===== src/rtl/ysyx_25020037_issue_ctrl.sv =====
// Issue controller between decode and EXU.
//
// Decides each cycle whether the decoded instruction may leave decode. A
// per-register pending-write scoreboard blocks RAW/WAW hazards, a global
// in-flight counter caps outstanding work, and a small FSM serializes
// CSR/ecall/mret/fence.i: wait for an empty pipeline, issue, then hold off
// all issue until that instruction retires.
//
// Ports:
//   clk, rst            clock, synchronous active-high reset
//   dec_*               decoded instruction (valid, sources, dest, serial flag)
//   flush               redirect this cycle; blocks issue
//   exu_ready           EXU can accept an instruction
//   retire_*            one retirement per cycle (valid, rd, write-enable)
//   issue_fire          instruction leaves decode this cycle (combinational)
//   dec_stall           dec_valid & ~issue_fire
//   inflight_cnt        registered count of issued-but-not-retired instructions
//   busy_vec            bit i set when xi has a pending write (bit 0 always 0)
//   ctrl_state          0=IDLE, 1=DRAIN, 2=SERIAL
//   err                 sticky: retire with nothing in flight, or retire write
//                       to a register with no pending write

// Pending-write counter for one architectural register.
module ysyx_25020037_issue_ctrl_regcnt #(
    parameter int CNT_W = 4
) (
    input  logic clk,
    input  logic rst,
    input  logic inc,
    input  logic dec,
    output logic busy,
    output logic uflow
);
    logic [CNT_W-1:0] cnt;

    assign busy  = |cnt;
    // Retire write with nothing pending and no concurrent issue to cover it.
    assign uflow = dec & ~inc & ~busy;

    always_ff @(posedge clk) begin
        if (rst)                     cnt <= '0;
        else if (inc & ~dec)         cnt <= cnt + 1'b1;
        else if (dec & ~inc & busy)  cnt <= cnt - 1'b1;
    end
endmodule

module ysyx_25020037_issue_ctrl #(
    parameter int MAX_INFLIGHT = 4,
    parameter int CNT_W        = 4
) (
    input  logic             clk,
    input  logic             rst,
    input  logic             dec_valid,
    input  logic [4:0]       dec_rs1,
    input  logic [4:0]       dec_rs2,
    input  logic             dec_rs1_en,
    input  logic             dec_rs2_en,
    input  logic [4:0]       dec_rd,
    input  logic             dec_rd_we,
    input  logic             dec_serial,
    input  logic             flush,
    input  logic             exu_ready,
    input  logic             retire_valid,
    input  logic [4:0]       retire_rd,
    input  logic             retire_we,
    output logic             issue_fire,
    output logic             dec_stall,
    output logic [CNT_W-1:0] inflight_cnt,
    output logic [31:0]      busy_vec,
    output logic [1:0]       ctrl_state,
    output logic             err
);
    typedef enum logic [1:0] {
        IDLE   = 2'd0,
        DRAIN  = 2'd1,
        SERIAL = 2'd2
    } state_t;

    state_t      state, state_nxt;
    logic [31:0] uflow_vec;
    logic        hz, full, empty, cnt_uflow;

    // ---------------- scoreboard ----------------
    assign busy_vec[0]  = 1'b0;
    assign uflow_vec[0] = 1'b0;

    for (genvar r = 1; r < 32; r++) begin : g_reg
        ysyx_25020037_issue_ctrl_regcnt #(.CNT_W(CNT_W)) u_cnt (
            .clk   (clk),
            .rst   (rst),
            .inc   (issue_fire & dec_rd_we & (dec_rd == 5'(r))),
            .dec   (retire_valid & retire_we & (retire_rd == 5'(r))),
            .busy  (busy_vec[r]),
            .uflow (uflow_vec[r])
        );
    end

    // Registered state only: a same-cycle retire does not clear the hazard.
    assign hz = (dec_rs1_en & busy_vec[dec_rs1]) |
                (dec_rs2_en & busy_vec[dec_rs2]) |
                (dec_rd_we  & busy_vec[dec_rd]);

    assign full      = (inflight_cnt == CNT_W'(MAX_INFLIGHT));
    assign empty     = (inflight_cnt == '0);
    assign cnt_uflow = retire_valid & empty;

    // ---------------- issue FSM ----------------
    always_comb begin
        issue_fire = 1'b0;
        state_nxt  = state;
        case (state)
            IDLE: begin
                if (dec_valid & dec_serial) begin
                    if (empty & exu_ready & ~flush) begin
                        issue_fire = 1'b1;
                        state_nxt  = SERIAL;
                    end else begin
                        state_nxt  = DRAIN;
                    end
                end else begin
                    issue_fire = dec_valid & exu_ready & ~flush & ~hz & ~full;
                end
            end
            DRAIN: begin
                // Decode moved on or got redirected: abandon the drain.
                if (~dec_valid | flush) begin
                    state_nxt = IDLE;
                end else if (empty & exu_ready) begin
                    issue_fire = 1'b1;
                    state_nxt  = SERIAL;
                end
            end
            SERIAL: begin
                if (retire_valid & (inflight_cnt == CNT_W'(1)))
                    state_nxt = IDLE;
            end
            default: state_nxt = IDLE;
        endcase
        if (rst) issue_fire = 1'b0;
    end

    assign dec_stall  = dec_valid & ~issue_fire;
    assign ctrl_state = state;

    // ---------------- state / counters ----------------
    always_ff @(posedge clk) begin
        if (rst) begin
            state        <= IDLE;
            inflight_cnt <= '0;
            err          <= 1'b0;
        end else begin
            state <= state_nxt;
            if (issue_fire & ~retire_valid)
                inflight_cnt <= inflight_cnt + 1'b1;
            else if (retire_valid & ~issue_fire & ~empty)
                inflight_cnt <= inflight_cnt - 1'b1;
            err <= err | cnt_uflow | (|uflow_vec);
        end
    end
endmodule


===== config.mk =====
export PLATFORM = sky130hd
export DESIGN_NAME = ysyx_25020037_issue_ctrl
export DESIGN_NICKNAME = d
export VERILOG_FILES = /design/src/rtl/ysyx_25020037_issue_ctrl.sv
export SDC_FILE = /design/constraint.sdc
export NUM_CORES = 1
export LEC_CHECK = 0
export ABC_AREA = 1
export ABC_CLOCK_PERIOD_IN_PS = 4600
export BUFFER_PORTS_ARGS = -buffer_cell sky130_fd_sc_hd__buf_4
export CAP_MARGIN = 30
export CORE_MARGIN = 3
export CORE_UTILIZATION = 26
export CTS_BUF_LIST = sky130_fd_sc_hd__clkbuf_4 sky130_fd_sc_hd__clkbuf_8
export DETAILED_ROUTE_END_ITERATION = 16
export GPL_TIMING_DRIVEN = 0
export PLACE_DENSITY_LB_ADDON = 0.25
export SETUP_SLACK_MARGIN = 0.02
export SYNTH_ARGS = -nofsm -noshare
export SYNTH_HDL_FRONTEND = slang
export SYNTH_HIERARCHICAL = 1
export SYNTH_SLANG_ARGS = --single-unit

===== constraint.sdc =====
create_clock -name clk -period 4.6 [get_ports clk]
set_input_delay 0.92 -clock clk [delete_from_list [all_inputs] [get_ports clk]]
set_output_delay 0.92 -clock clk [all_outputs]
set_load 0.03 [all_outputs]

==> out/qor.txt, run 1 <==
Status: finished, final reports clean
Startpoint Class: register
Ys flop type: dfxtp_1
R2r setup slk: 0.41 ns
Pins Over Slew Limit: 0
Synth Warn #: 6
Distinct cells, synth: 33
Die height: 217.5 um
Critical R2R Capture: err$_SDFF_PP0_
First-pass GRT wire length: 54,430 um
Post-DP HPWL: 26,230 um
Final Cycle Share: 91.14%
Largest stage delay, worst path: 0.54 ns
Critical-path cell with the highest stage delay: nor4_1
Slew @ Worst Pin: 0.6941 ns
CTS tree: built
Synth-to-Final Area Change: 15.00%
I/O Pins: 72
Asr flop ratio synth: 0%
Final Skew: 0.02966 ns
Seq/Total Area, Yosys: 22.54%
Hold crit path type: reg2reg
Placer Congestion: 0.8897
Number of core rows: 76
Root Buffer: clkbuf_8
Reg2reg path depth: 23
Most used cell along the critical path: nand2_1
Post-CTS Hold Buffers: 0
Avg Inst Size Synth: 6.500 um2
Total negative slack: 0 ns
Crit path from: g_reg[20].u_cnt/cnt[0]$_SDFFE_PP0P_
Residual DRC: 0
Layout Utilization: 30.66%
Vias in the first global route: 10.62k
Total grt overflow: 0
Pleak: 6.067 nW
Int Power: 0.001981 W
RSZ-0062 raised after global routing: no
Htree depth: 4
EDFF count, synth: 0
Reg power frac: 42.1%
Clock network latency to the later pin of the worst-skew pair: 0.51 ns
Sw frac: 29.31%
Rel. slew slack: 53.30%
Crit path DAT: 4.55 ns
Clock Pin Slew Worst Setup and Hold Paths: 0.10 ns
Worst Setup EP: err$_SDFF_PP0_
Total GRT Usage: 14.23%
Vias post-DR: 11.31k
Ant diodes: 0
Crit-path max FO: 10
Switching power: 0.0008212 W
Post-CTS setup repair buffer count: 0
Crit path required time: 4.96 ns
Critical Setup Path Class: reg2reg
Die ar.: 47,320 um2
Worst Setup End Kind: register
Synth Cell Area: 11,630 um2
Final WL: 32,960 um
IO Port Bufs: 67
Nets: 2,004
Period minus WS final: 4.192 ns
Final setup vio count: 0
Num CTS Buffers: 17
Max clock buf depth: 2
Initial Util: 26.66%
Worst vdd ir: 0.1614 mV
Pin count of the biggest net entering global routing: 38
Synth Register Bits: 131
Initial antenna violation count: 1
Number of max-cap violations: 0
Routed WL per cell: 13.32 um
Routed Antenna Nets: 0
Worst r2r src: g_reg[20].u_cnt/cnt[0]$_SDFFE_PP0P_
TritonRoute pass-1 iters: 5
Cell Chain, Critical Path: nor2_2 > nand2_2 > inv_1 > o21ai_1 > nand2_1 > nand2_1 > nand2_1 > nand2_1 > nor2_1 > nand2_1 > a21oi_1 > nand3_1 > nand2_2 > nand2_4 > nor2_4 > nand2_4 > buf_6 > nor2_1 > nor3_1 > nor4_1 > nand4_1 > a2111oi_0 > nor2_1
Comb power frac: 15.2%
Fin. Hold Viols: 0
Mapped Cells: 1,790
Net Count, Synth: 1,917
Share of layout cells above drive strength 1: 18.31%
Area of the core: 43,650 um2
Clock Power Share: 42.6%
Die width: 217.5 um
Resize count post-CTS: 0
Max Fclk: 0.2385 GHz
DR vias/cell: 4.571
PD cells: 209.4 nW/um2
DR iter-0 viols: 856
Clock Sinks: 131
placed cells by master, fill, tap and decap left out, types with 7 or more instances in the layout:
master	count
a21boi_0	31
a21oi_1	8
a21oi_2	31
buf_2	7
buf_4	68
clkbuf_8	19
dfxtp_1	131
fa_1	31
ha_1	65
inv_1	147
inv_2	33
nand2_1	422
nand2_2	65
nand2_4	66
nand3_1	208
nor2_1	349
nor2_2	34
nor3_1	41
o211ai_1	7
o21ai_0	16
o21ai_1	32
xnor2_1	31
cell type report:
cell class | count | area, um2
fill | 4848 | 30270
timing repair buffer | 68 | 530.5
tap | 585 | 732.0
clock buffer | 20 | 269.0
buffer | 15 | 106.4
clock inverter | 12 | 202.7
inverter | 182 | 683.2
multi-input combinational | 1462 | 8234
sequential | 131 | 2623
registers in the layout, summed over array words and instances (netlist names):
signal,cells
g.u_cnt/cnt,124
inflight_cnt,4
ctrl_state,2
err,1
layer usage:
metal / GRT usage (%) / vias up / wire length [um]
li1: - / 5882 / -
met1: 19.73 / 5180 / 16200
met2: 22.83 / 225 / 14600
met3: 2.424 / 25 / 1749
met4: 3.892 / 0 / 409
met5: 0 / - / 0
through the flow:
step / instances / hold slack, ns / total power (W) / worst slack, ns / cell area, um2
floorplan: 1790 / 0.4793 / 0.001486 / 1.052 / 11630
global placement: 2442 / 0.4756 / 0.001629 / -0.08386 / 12870
detailed placement: 2443 / 0.4905 / 0.001633 / -0.09226 / 12900
CTS: 2475 / 0.5094 / 0.002865 / 0.3718 / 13370
global route: 2475 / 0.5417 / 0.002952 / 0.02512 / 13380
finish: 2475 / 0.4977 / 0.002802 / 0.4077 / 13380
worst max-delay path: cells and delay by family, from the launching register on:
| kind | cells | cell delay [ns] |
|---|---|---|
| compound gates | 3 | 0.68 |
| flops | 1 | 0.38 |
| buf+inv | 2 | 0.29 |
| simple gates | 18 | 2.69 |
cell usage after synthesis (all sizes together), types with 4 or more instances:
cell | number | share of area (%)
buf | 13 | 0.85
dfxtp | 131 | 23
o211ai | 7 | 0.45
nand2 | 553 | 23
ha | 65 | 7.0
fa | 31 | 5.3
nor4 | 7 | 0.38
nor2 | 385 | 13
nand3 | 208 | 8.9
nor3 | 42 | 1.8
xnor2 | 31 | 2.3
a21oi | 39 | 2.7
xor2 | 4 | 0.30
a21boi | 31 | 2.0
inv | 180 | 5.8
o21ai | 48 | 2.1
nand4 | 5 | 0.27
how the worst min path moves through the flow:
stage / startpoint / to / slack [ns] / cells past startpoint
after floorplan: g_reg[29].u_cnt/cnt[2]$_SDFFE_PP0P_ / g_reg[29].u_cnt/cnt[2]$_SDFFE_PP0P_ / 0.48 / 2
after global placement: err$_SDFF_PP0_ / err$_SDFF_PP0_ / 0.48 / 2
after detailed placement: err$_SDFF_PP0_ / err$_SDFF_PP0_ / 0.49 / 2
after CTS: err$_SDFF_PP0_ / err$_SDFF_PP0_ / 0.51 / 2
after global routing: g_reg[30].u_cnt/cnt[2]$_SDFFE_PP0P_ / g_reg[30].u_cnt/cnt[2]$_SDFFE_PP0P_ / 0.54 / 2
final: err$_SDFF_PP0_ / err$_SDFF_PP0_ / 0.50 / 2
power groups by stage:
stage	Sequential [W]	Clock, W	Combinational (W)
3_5_place_dp	0.00121	0	0.000426
3_3_place_gp	0.00121	0	0.000421
2_1_floorplan	0.00124	0	0.000247
5_1_grt	0.00119	0.00129	0.000479
4_1_cts	0.00118	0.00126	0.000427
6_report	0.00118	0.00119	0.000427
cell families (layout without fill, tap and decap cells):
logic type / count (synthesis) / after routing / synth area share (%)
xor gates and xnor gates: 35 / 35 / 2.635
buffers and inverters: 197 / 297 / 6.786
and+or+nand+nor: 1201 / 1201 / 48.24
DFF: 131 / 131 / 22.54
other: 1 / 1 / 0.03223
AOI/OAI and AO/OA: 129 / 129 / 7.442
adders and majority gates: 96 / 96 / 12.32
No activity file was read; power rests on OpenSTA's default activity.
==> run 2: changes to the inputs <==
--- a/config.mk
+++ b/config.mk
@@ -16,2 +16,3 @@
 export GPL_TIMING_DRIVEN = 0
+export HOLD_SLACK_MARGIN = 0.08
 export PLACE_DENSITY_LB_ADDON = 0.25
@@ -20,3 +21,2 @@
 export SYNTH_HDL_FRONTEND = slang
-export SYNTH_HIERARCHICAL = 1
 export SYNTH_SLANG_ARGS = --single-unit
--- a/constraint.sdc
+++ b/constraint.sdc
@@ -3,2 +3,2 @@
 set_output_delay 0.92 -clock clk [all_outputs]
-set_load 0.03 [all_outputs]
+set_load 0.01 [all_outputs]
==> out/qor.txt, run 2 <==
Initial Util: 26.39% (-0.26 points)
Initial antenna violation count: 0 (-1)
Synth Cell Area: 10,510 um2 (-9.7%)
Slew @ Worst Pin: 0.7647 ns (+0.07060 ns)
Ant diodes: 0 (unchanged)
Beginning of the worst hold path: g_reg[26].u_cnt.cnt[3]$_SDFFE_PP0P_
Post-DP HPWL: 27,190 um (+3.7%)
Crit path setup slack, layout: 0.1669 ns (-0.2408 ns)
Top-count cell post-synth: nand2_1
First-pass GRT wire length: 53,560 um (-1.6%)
Asr flop ratio synth: 0% (unchanged)
Vias in the first global route: 9,569 (-9.9%)
Critical Setup Path Class: in2out
Yosys top cell area share: 24.95% (+2.4 points)
Number of core rows: 73 (-3.9%)
Htree depth: 4 (unchanged)
Clock Sinks: 131 (unchanged)
Resize count post-CTS: 0 (unchanged)
Largest Register: g.u_cnt.cnt
Hold path depth: 1 (-1)
Routed Antenna Nets: 0 (unchanged)
Post-CTS Hold Buffers: 0 (unchanged)
Worst r2r src: g_reg[25].u_cnt.cnt[0]$_SDFFE_PP0P_
Synth-to-Final Area Change: 14.92% (about the same)
Crit path from: dec_rd[0]
Most used cell along the critical path: nor2_1
Crit path DAT: 3.51 ns (-1.04 ns)
RSZ-0062 raised after global routing: no
Residual DRC: 0 (unchanged)
Rel. slew slack: 49.02% (-4.3 points)
Root Buffer: clkbuf_8
Num CTS Buffers: 17 (unchanged)
Cell Chain, Critical Path: buf_4 > nor2_2 > nand3_1 > nand2_1 > nor2_1 > nor2_1 > nor2_1 > nand2_1 > nand2_1 > a21oi_2 > nand3_2 > a21oi_4 > buf_6 > buf_12 > nor2_1 > buf_4
Period minus WS final: 4.433 ns (+0.2408 ns)
TritonRoute pass-1 iters: 6 (+1)
Fin. Hold Viols: 0 (unchanged)
Largest stage delay, worst path: 0.49 ns (-0.05 ns)
Nets: 1,746 (-13%)
Commonest non-fill, non-tap cell in the layout: nand2_1
Die ar.: 42,880 um2 (-9.4%)
CTS tree: built
IO Port Bufs: 63 (-6.0%)
Die width: 207.1 um (-4.8%)
I/O Pins: 72 (unchanged)
Placer Congestion: 0.9907 (+11%)
Vias post-DR: 10.45k (-7.6%)
Worst Setup End Kind: primary output
Number of max-cap violations: 0 (unchanged)
Commonest cells after routing, fill and taps aside: nand2_1, nor2_1, nand3_1
Clock network latency to the later pin of the worst-skew pair: 0.48 ns (-0.03 ns)
Avg Inst Size Synth: 6.839 um2 (+5.2%)
Net Count, Synth: 1,664 (-13%)
Max Fclk: 0.2256 GHz (-5.4%)
Critical-path cell with the highest stage delay: nor2_2
Post-synth top cells: nand2_1, nor2_1, nand3_1
Largest register FFs: 124 (unchanged)
Die height: 207.1 um (-4.8%)
Total GRT Usage: 15.64% (+1.4 points)
Clock Pin Slew Worst Setup and Hold Paths: 0.09 ns (about the same)
DR iter-0 viols: 674 (-21%)
Final setup vio count: 0 (unchanged)
Seq/Total Area, Yosys: 24.95% (+2.4 points)
Final Cycle Share: 96.37% (+5.2 points)
Ys flop type: dfxtp_1
Top post-synthesis cells by area: dfxtp_1, nand2_1, nor2_1
Pins Over Slew Limit: 0 (unchanged)
Crit-path max FO: 10 (unchanged)
Post-CTS setup repair buffer count: 0 (unchanged)
Final Skew: 0.01913 ns (-0.01053 ns)
Routed WL per cell: 16.01 um (+20%)
Pin count of the biggest net entering global routing: 17 (-55%)
Crit path required time: 3.68 ns (-1.28 ns)
Dpl cell area: 11,640 um2 (-9.7%)
Status: finished, final reports clean
PD cells: 229.1 nW/um2 (+9.4%)
Synth Register Bits: 131 (unchanged)
Distinct cells, synth: 45 (+36%)
Final WL: 34,530 um (+4.8%)
Mapped Cells: 1,537 (-14%)
Total grt overflow: 0 (unchanged)
Number of fill cells in the layout: 4,424 (-8.7%)
Final instance area: 12,080 um2 (-9.7%)
DR vias/cell: 4.846 (+6.0%)
EDFF count, synth: 0 (unchanged)
Max clock buf depth: 2 (unchanged)
Share of layout cells above drive strength 1: 10.91% (-7.4 points)
Startpoint Class: primary input
Reg2reg path depth: 20 (-13%)
Hold crit path type: reg2reg
Post-Place Setup Slack: -0.1595 ns (-0.06719 ns)
Pleak: 5.436 nW (-10%)
Synth Warn #: 0 (-6)
Area of the core: 39,820 um2 (-8.8%)
Worst vdd ir: 0.1553 mV (-3.8%)
Synth area leader: dfxtp_1
## run 2: changes by cell type after synthesis, sizes merged, moves of 39 or more
cell	previous run	this run
a21oi	39	138
o21ai	48	122
nand3	208	157
nand4	5	53
nor3	42	3
nand2	553	268
nor2	385	232
## run 2: power by group
part,switching (W),internal (W)
logic,0.000295,0.000165
registers,0.0000324,0.00116
clock network,0.000522,0.000595
total,0.000850,0.00192
## run 2: worst max-delay path, delay by kind of cell
| family | cells | cell delay (ns) |
|---|---|---|
| buffers and inverters | 4 | 0.70 |
| AO/OA/AOI/OAI | 2 | 0.46 |
| AND/OR/NAND/NOR | 10 | 1.44 |
## run 2: layout make-up
cell class              count  area (um2)  area share, %
plain buffers              71       485.5          4.019
clock buffers              17       234.0          1.937
clock inverters            15       203.9          1.688
inverters                 145       544.3          4.506
multi-input cells        1190        6859          56.78
flip-flops and latches    131        2623          21.71
well taps                 525       656.9          5.438
repair buffers             63       473.0          3.915
## run 2: final timing paths
path	slack, ns	to
min	0.46	g_reg[26].u_cnt.cnt[3]$_SDFFE_PP0P_
max reg2reg	0.53	g_reg[5].u_cnt.cnt[3]$_SDFFE_PP0P_
max	0.17	dec_stall
min reg2reg	0.46	g_reg[26].u_cnt.cnt[3]$_SDFFE_PP0P_
## run 2: cell families (layout without fill, tap and decap cells)
group,after synthesis,after routing,synth area share [%]
muxes,12,12,1.155
AOI/OAI and AO/OA,293,293,14.76
xor gates and xnor gates,31,31,2.583
other,1,1,0.03568
and+or+nand+nor,757,757,33.08
buffers and inverters,216,311,9.796
DFF,131,131,24.95
adders and majority gates,96,96,13.64
## run 2: routing by layer
| layer | GRT usage (%) | part of all wire (%) | vias up |
|---|---|---|---|
| met5 | 0 | 0 | - |
| met1 | 21.09 | 47 | 4858 |
| met3 | 2.575 | 4.4 | 45 |
| met2 | 25.87 | 46 | 239 |
| li1 | - | - | 5311 |
| met4 | 4.448 | 2.3 | 0 |
## run 2: per-stage QoR
| stage | hold slack (ns) | power [W] | cells | utilization (%) | TNS [ns] |
|---|---|---|---|---|---|
| floorplan | 0.4224 | 0.001501 | 1537 | - | 0 |
| global placement | 0.4386 | 0.001674 | 2125 | 29.23 | -1.389 |
| detailed placement | 0.4445 | 0.001675 | 2125 | 29.23 | -1.420 |
| CTS | 0.4573 | 0.002809 | 2157 | 30.33 | 0 |
| global route | 0.4778 | 0.002912 | 2157 | 30.33 | 0 |
| finish | 0.4560 | 0.002767 | 2157 | 30.33 | 0 |
==> run 3: changes to the inputs <==
Settings changed: ABC_CLOCK_PERIOD_IN_PS 4600 to 4380, PLACE_DENSITY set to 0.44, PLACE_DENSITY_LB_ADDON 0.25 to not set.
Clock period 4.6 ns to 4.38 ns, I/O delays scaled along.
==> out/qor.txt, run 3 (same netlist as run 2, synthesis figures left out) <==
Die width: 207.1 um (unchanged)
Vias post-DR: 10.47k (+0.16%)
Routed Antenna Nets: 0 (unchanged)
Placer Congestion: 0.9413 (-5.0%)
Met1 WL: 16,950 um (+4.9%)
First-pass GRT wire length: 56,010 um (+4.6%)
Hold crit path type: reg2reg
Die ar.: 42,880 um2 (unchanged)
Worst vdd ir: 0.1750 mV (+13%)
Routed WL per cell: 16.57 um (+3.5%)
Critical Setup Path Class: in2out
Period minus WS final: 4.133 ns
Largest stage delay, worst path: 0.26 ns (-0.23 ns)
Final setup vio count: 0 (unchanged)
Commonest non-fill, non-tap cell in the layout: nand2_1
Pin count of the biggest net entering global routing: 17 (unchanged)
DR vias/cell: 4.840 (-0.12%)
Post-DP HPWL: 27,960 um (+2.8%)
Fin Hold WS: 0.4543 ns (-0.001666 ns)
Synth-to-Final Area Change: 15.74%
Total grt overflow: 0 (unchanged)
Max clock buf depth: 2 (unchanged)
Final instance area: 12,170 um2 (+0.71%)
Crit-path max FO: 10 (unchanged)
Root Buffer: clkbuf_8
Num CTS Buffers: 17 (unchanged)
I/O Pins: 72 (unchanged)
Residual DRC: 0 (unchanged)
Final WL: 35,830 um (+3.8%)
Pleak: 5.478 nW (+0.77%)
Htree depth: 4 (unchanged)
Initial Util: 26.39% (unchanged)
Clock Pin Slew Worst Setup and Hold Paths: 0.09 ns (about the same)
RSZ-0062 raised after global routing: yes
Worst Setup End Kind: primary output
Critical-path cell with the highest stage delay: a21oi_4
Number of max-cap violations: 0 (unchanged)
Met3 wire len: 1719 um (+13%)
Area of the core: 39,820 um2 (unchanged)
Largest Register: g.u_cnt.cnt
Number of fill cells in the layout: 4,449 (+0.57%)
Met2 WL: 15,630 um (-2.6%)
Beginning of the worst hold path: g_reg[19].u_cnt.cnt[3]$_SDFFE_PP0P_
Slew @ Worst Pin: 0.8699 ns (+0.1053 ns)
Startpoint Class: primary input
Crit path DAT: 3.26 ns (-0.25 ns)
Rel. slew slack: 42.00% (-7.0 points)
Post-Place Setup Slack: -0.4075 ns (-0.2480 ns)
Nets: 1,752 (+0.34%)
Commonest cells after routing, fill and taps aside: nand2_1, nor2_1, nand3_1
Dpl cell area: 11,640 um2 (unchanged)
Initial antenna violation count: 0 (unchanged)
DR iter-0 viols: 677 (+0.45%)
Max Fclk: 0.2420 GHz
Fin. Hold Viols: 0 (unchanged)
Final Cycle Share: 94.35%
Largest register FFs: 124 (unchanged)
Share of layout cells above drive strength 1: 11.48% (+0.57 points)
CTS tree: built
WP buf/inv: 5 (+1)
Total negative slack: 0 ns (unchanged)
Crit path setup slack, layout: 0.2475 ns (+0.08055 ns)
Pins Over Slew Limit: 0 (unchanged)
Ant diodes: 0 (unchanged)
Most used cell along the critical path: nor2_1
PD cells: 242.9 nW/um2 (+6.0%)
Clock network latency to the later pin of the worst-skew pair: 0.51 ns (+0.03 ns)
Top Family by Delay on Critical Path: simple AND/OR/NAND/NOR gates
Vias in the first global route: 9,898 (+3.4%)
Layout Utilization: 30.55% (+0.22 points)
Status: finished, final reports clean
Cell Chain, Critical Path: buf_4 > inv_2 > nor2_4 > nand2_1 > nor2_1 > nor2_1 > nand3_1 > nor2_1 > nand2_1 > nand2_1 > a21oi_2 > nand3_2 > a21oi_4 > buf_6 > buf_12 > nor2_1 > buf_4
Final Skew: 0.01671 ns (-0.002421 ns)
Crit path from: dec_rd[1]
Number of core rows: 73 (unchanged)
Die height: 207.1 um (unchanged)
Top layer in use: met4
Clock Sinks: 131 (unchanged)
Post-CTS Hold Buffers: 0 (unchanged)
TritonRoute pass-1 iters: 7 (+1)
IO Port Bufs: 63 (unchanged)
Total GRT Usage: 16.69% (+1.0 points)
Crit path required time: 3.50 ns (-0.18 ns)
Worst r2r src: g_reg[17].u_cnt.cnt[0]$_SDFFE_PP0P_
run 3: cell types whose count changed in the layout (fill, tap and decap cells not counted), moves of 2 or more:
| cell | previous run | this run |
|---|---|---|
| buf_4 | 96 | 102 |
| clkbuf_8 | 20 | 23 |
| clkinv_4 | 1 | 3 |
| inv_6 | 4 | 0 |
run 3: metal layers:
| metal | GRT usage (%) | up-vias |
|---|---|---|
| li1 | - | 5324 |
| met1 | 22.75 | 4793 |
| met2 | 25.65 | 279 |
| met3 | 3.226 | 74 |
| met4 | 7.420 | 0 |
| met5 | 0 | - |
run 3: final cells by class:
cell class              count  area (um2)  area share (%)
well taps                 525       656.9           5.400
clock buffers              20       275.3           2.263
flip-flops and latches    131        2623           21.56
multi-input cells        1190        6884           56.59
clock inverters            12       178.9           1.471
repair buffers             69       518.0           4.258
inverters                 145       544.3           4.474
plain buffers              71       485.5           3.991
run 3: final timing paths:
path | end | slack [ns] | cells after the start
worst max-delay path | dec_stall | 0.25 | 17
worst min-delay path | g_reg[19].u_cnt.cnt[3]$_SDFFE_PP0P_ | 0.45 | 1
worst max register to register | g_reg[9].u_cnt.cnt[3]$_SDFFE_PP0P_ | 0.43 | 21
worst min register to register | g_reg[19].u_cnt.cnt[3]$_SDFFE_PP0P_ | 0.45 | 1
run 3: power breakdown:
part | total [W] | leakage [nW] | internal [W] | switching, W
Clock | 0.00121 | 0.221 | 0.000665 | 0.000547
Combinational | 0.000491 | 4.20 | 0.000173 | 0.000318
Sequential | 0.00125 | 1.06 | 0.00122 | 0.0000353
Total | 0.00295 | 5.48 | 0.00205 | 0.000901
run 3: repair_timing:
item | CTS | global route
hold endpoints to repair | 0 | 0
setup endpoints to repair | 0 | 20
gates resized for setup | 0 | 5
buffers inserted | 0 | 6
run 3: per-stage QoR:
step,total power [W],instances
global placement,0.001769,2125
CTS,0.003008,2157
finish,0.002954,2163
global route,0.003129,2163
detailed placement,0.001769,2125
floorplan,0.001576,1537
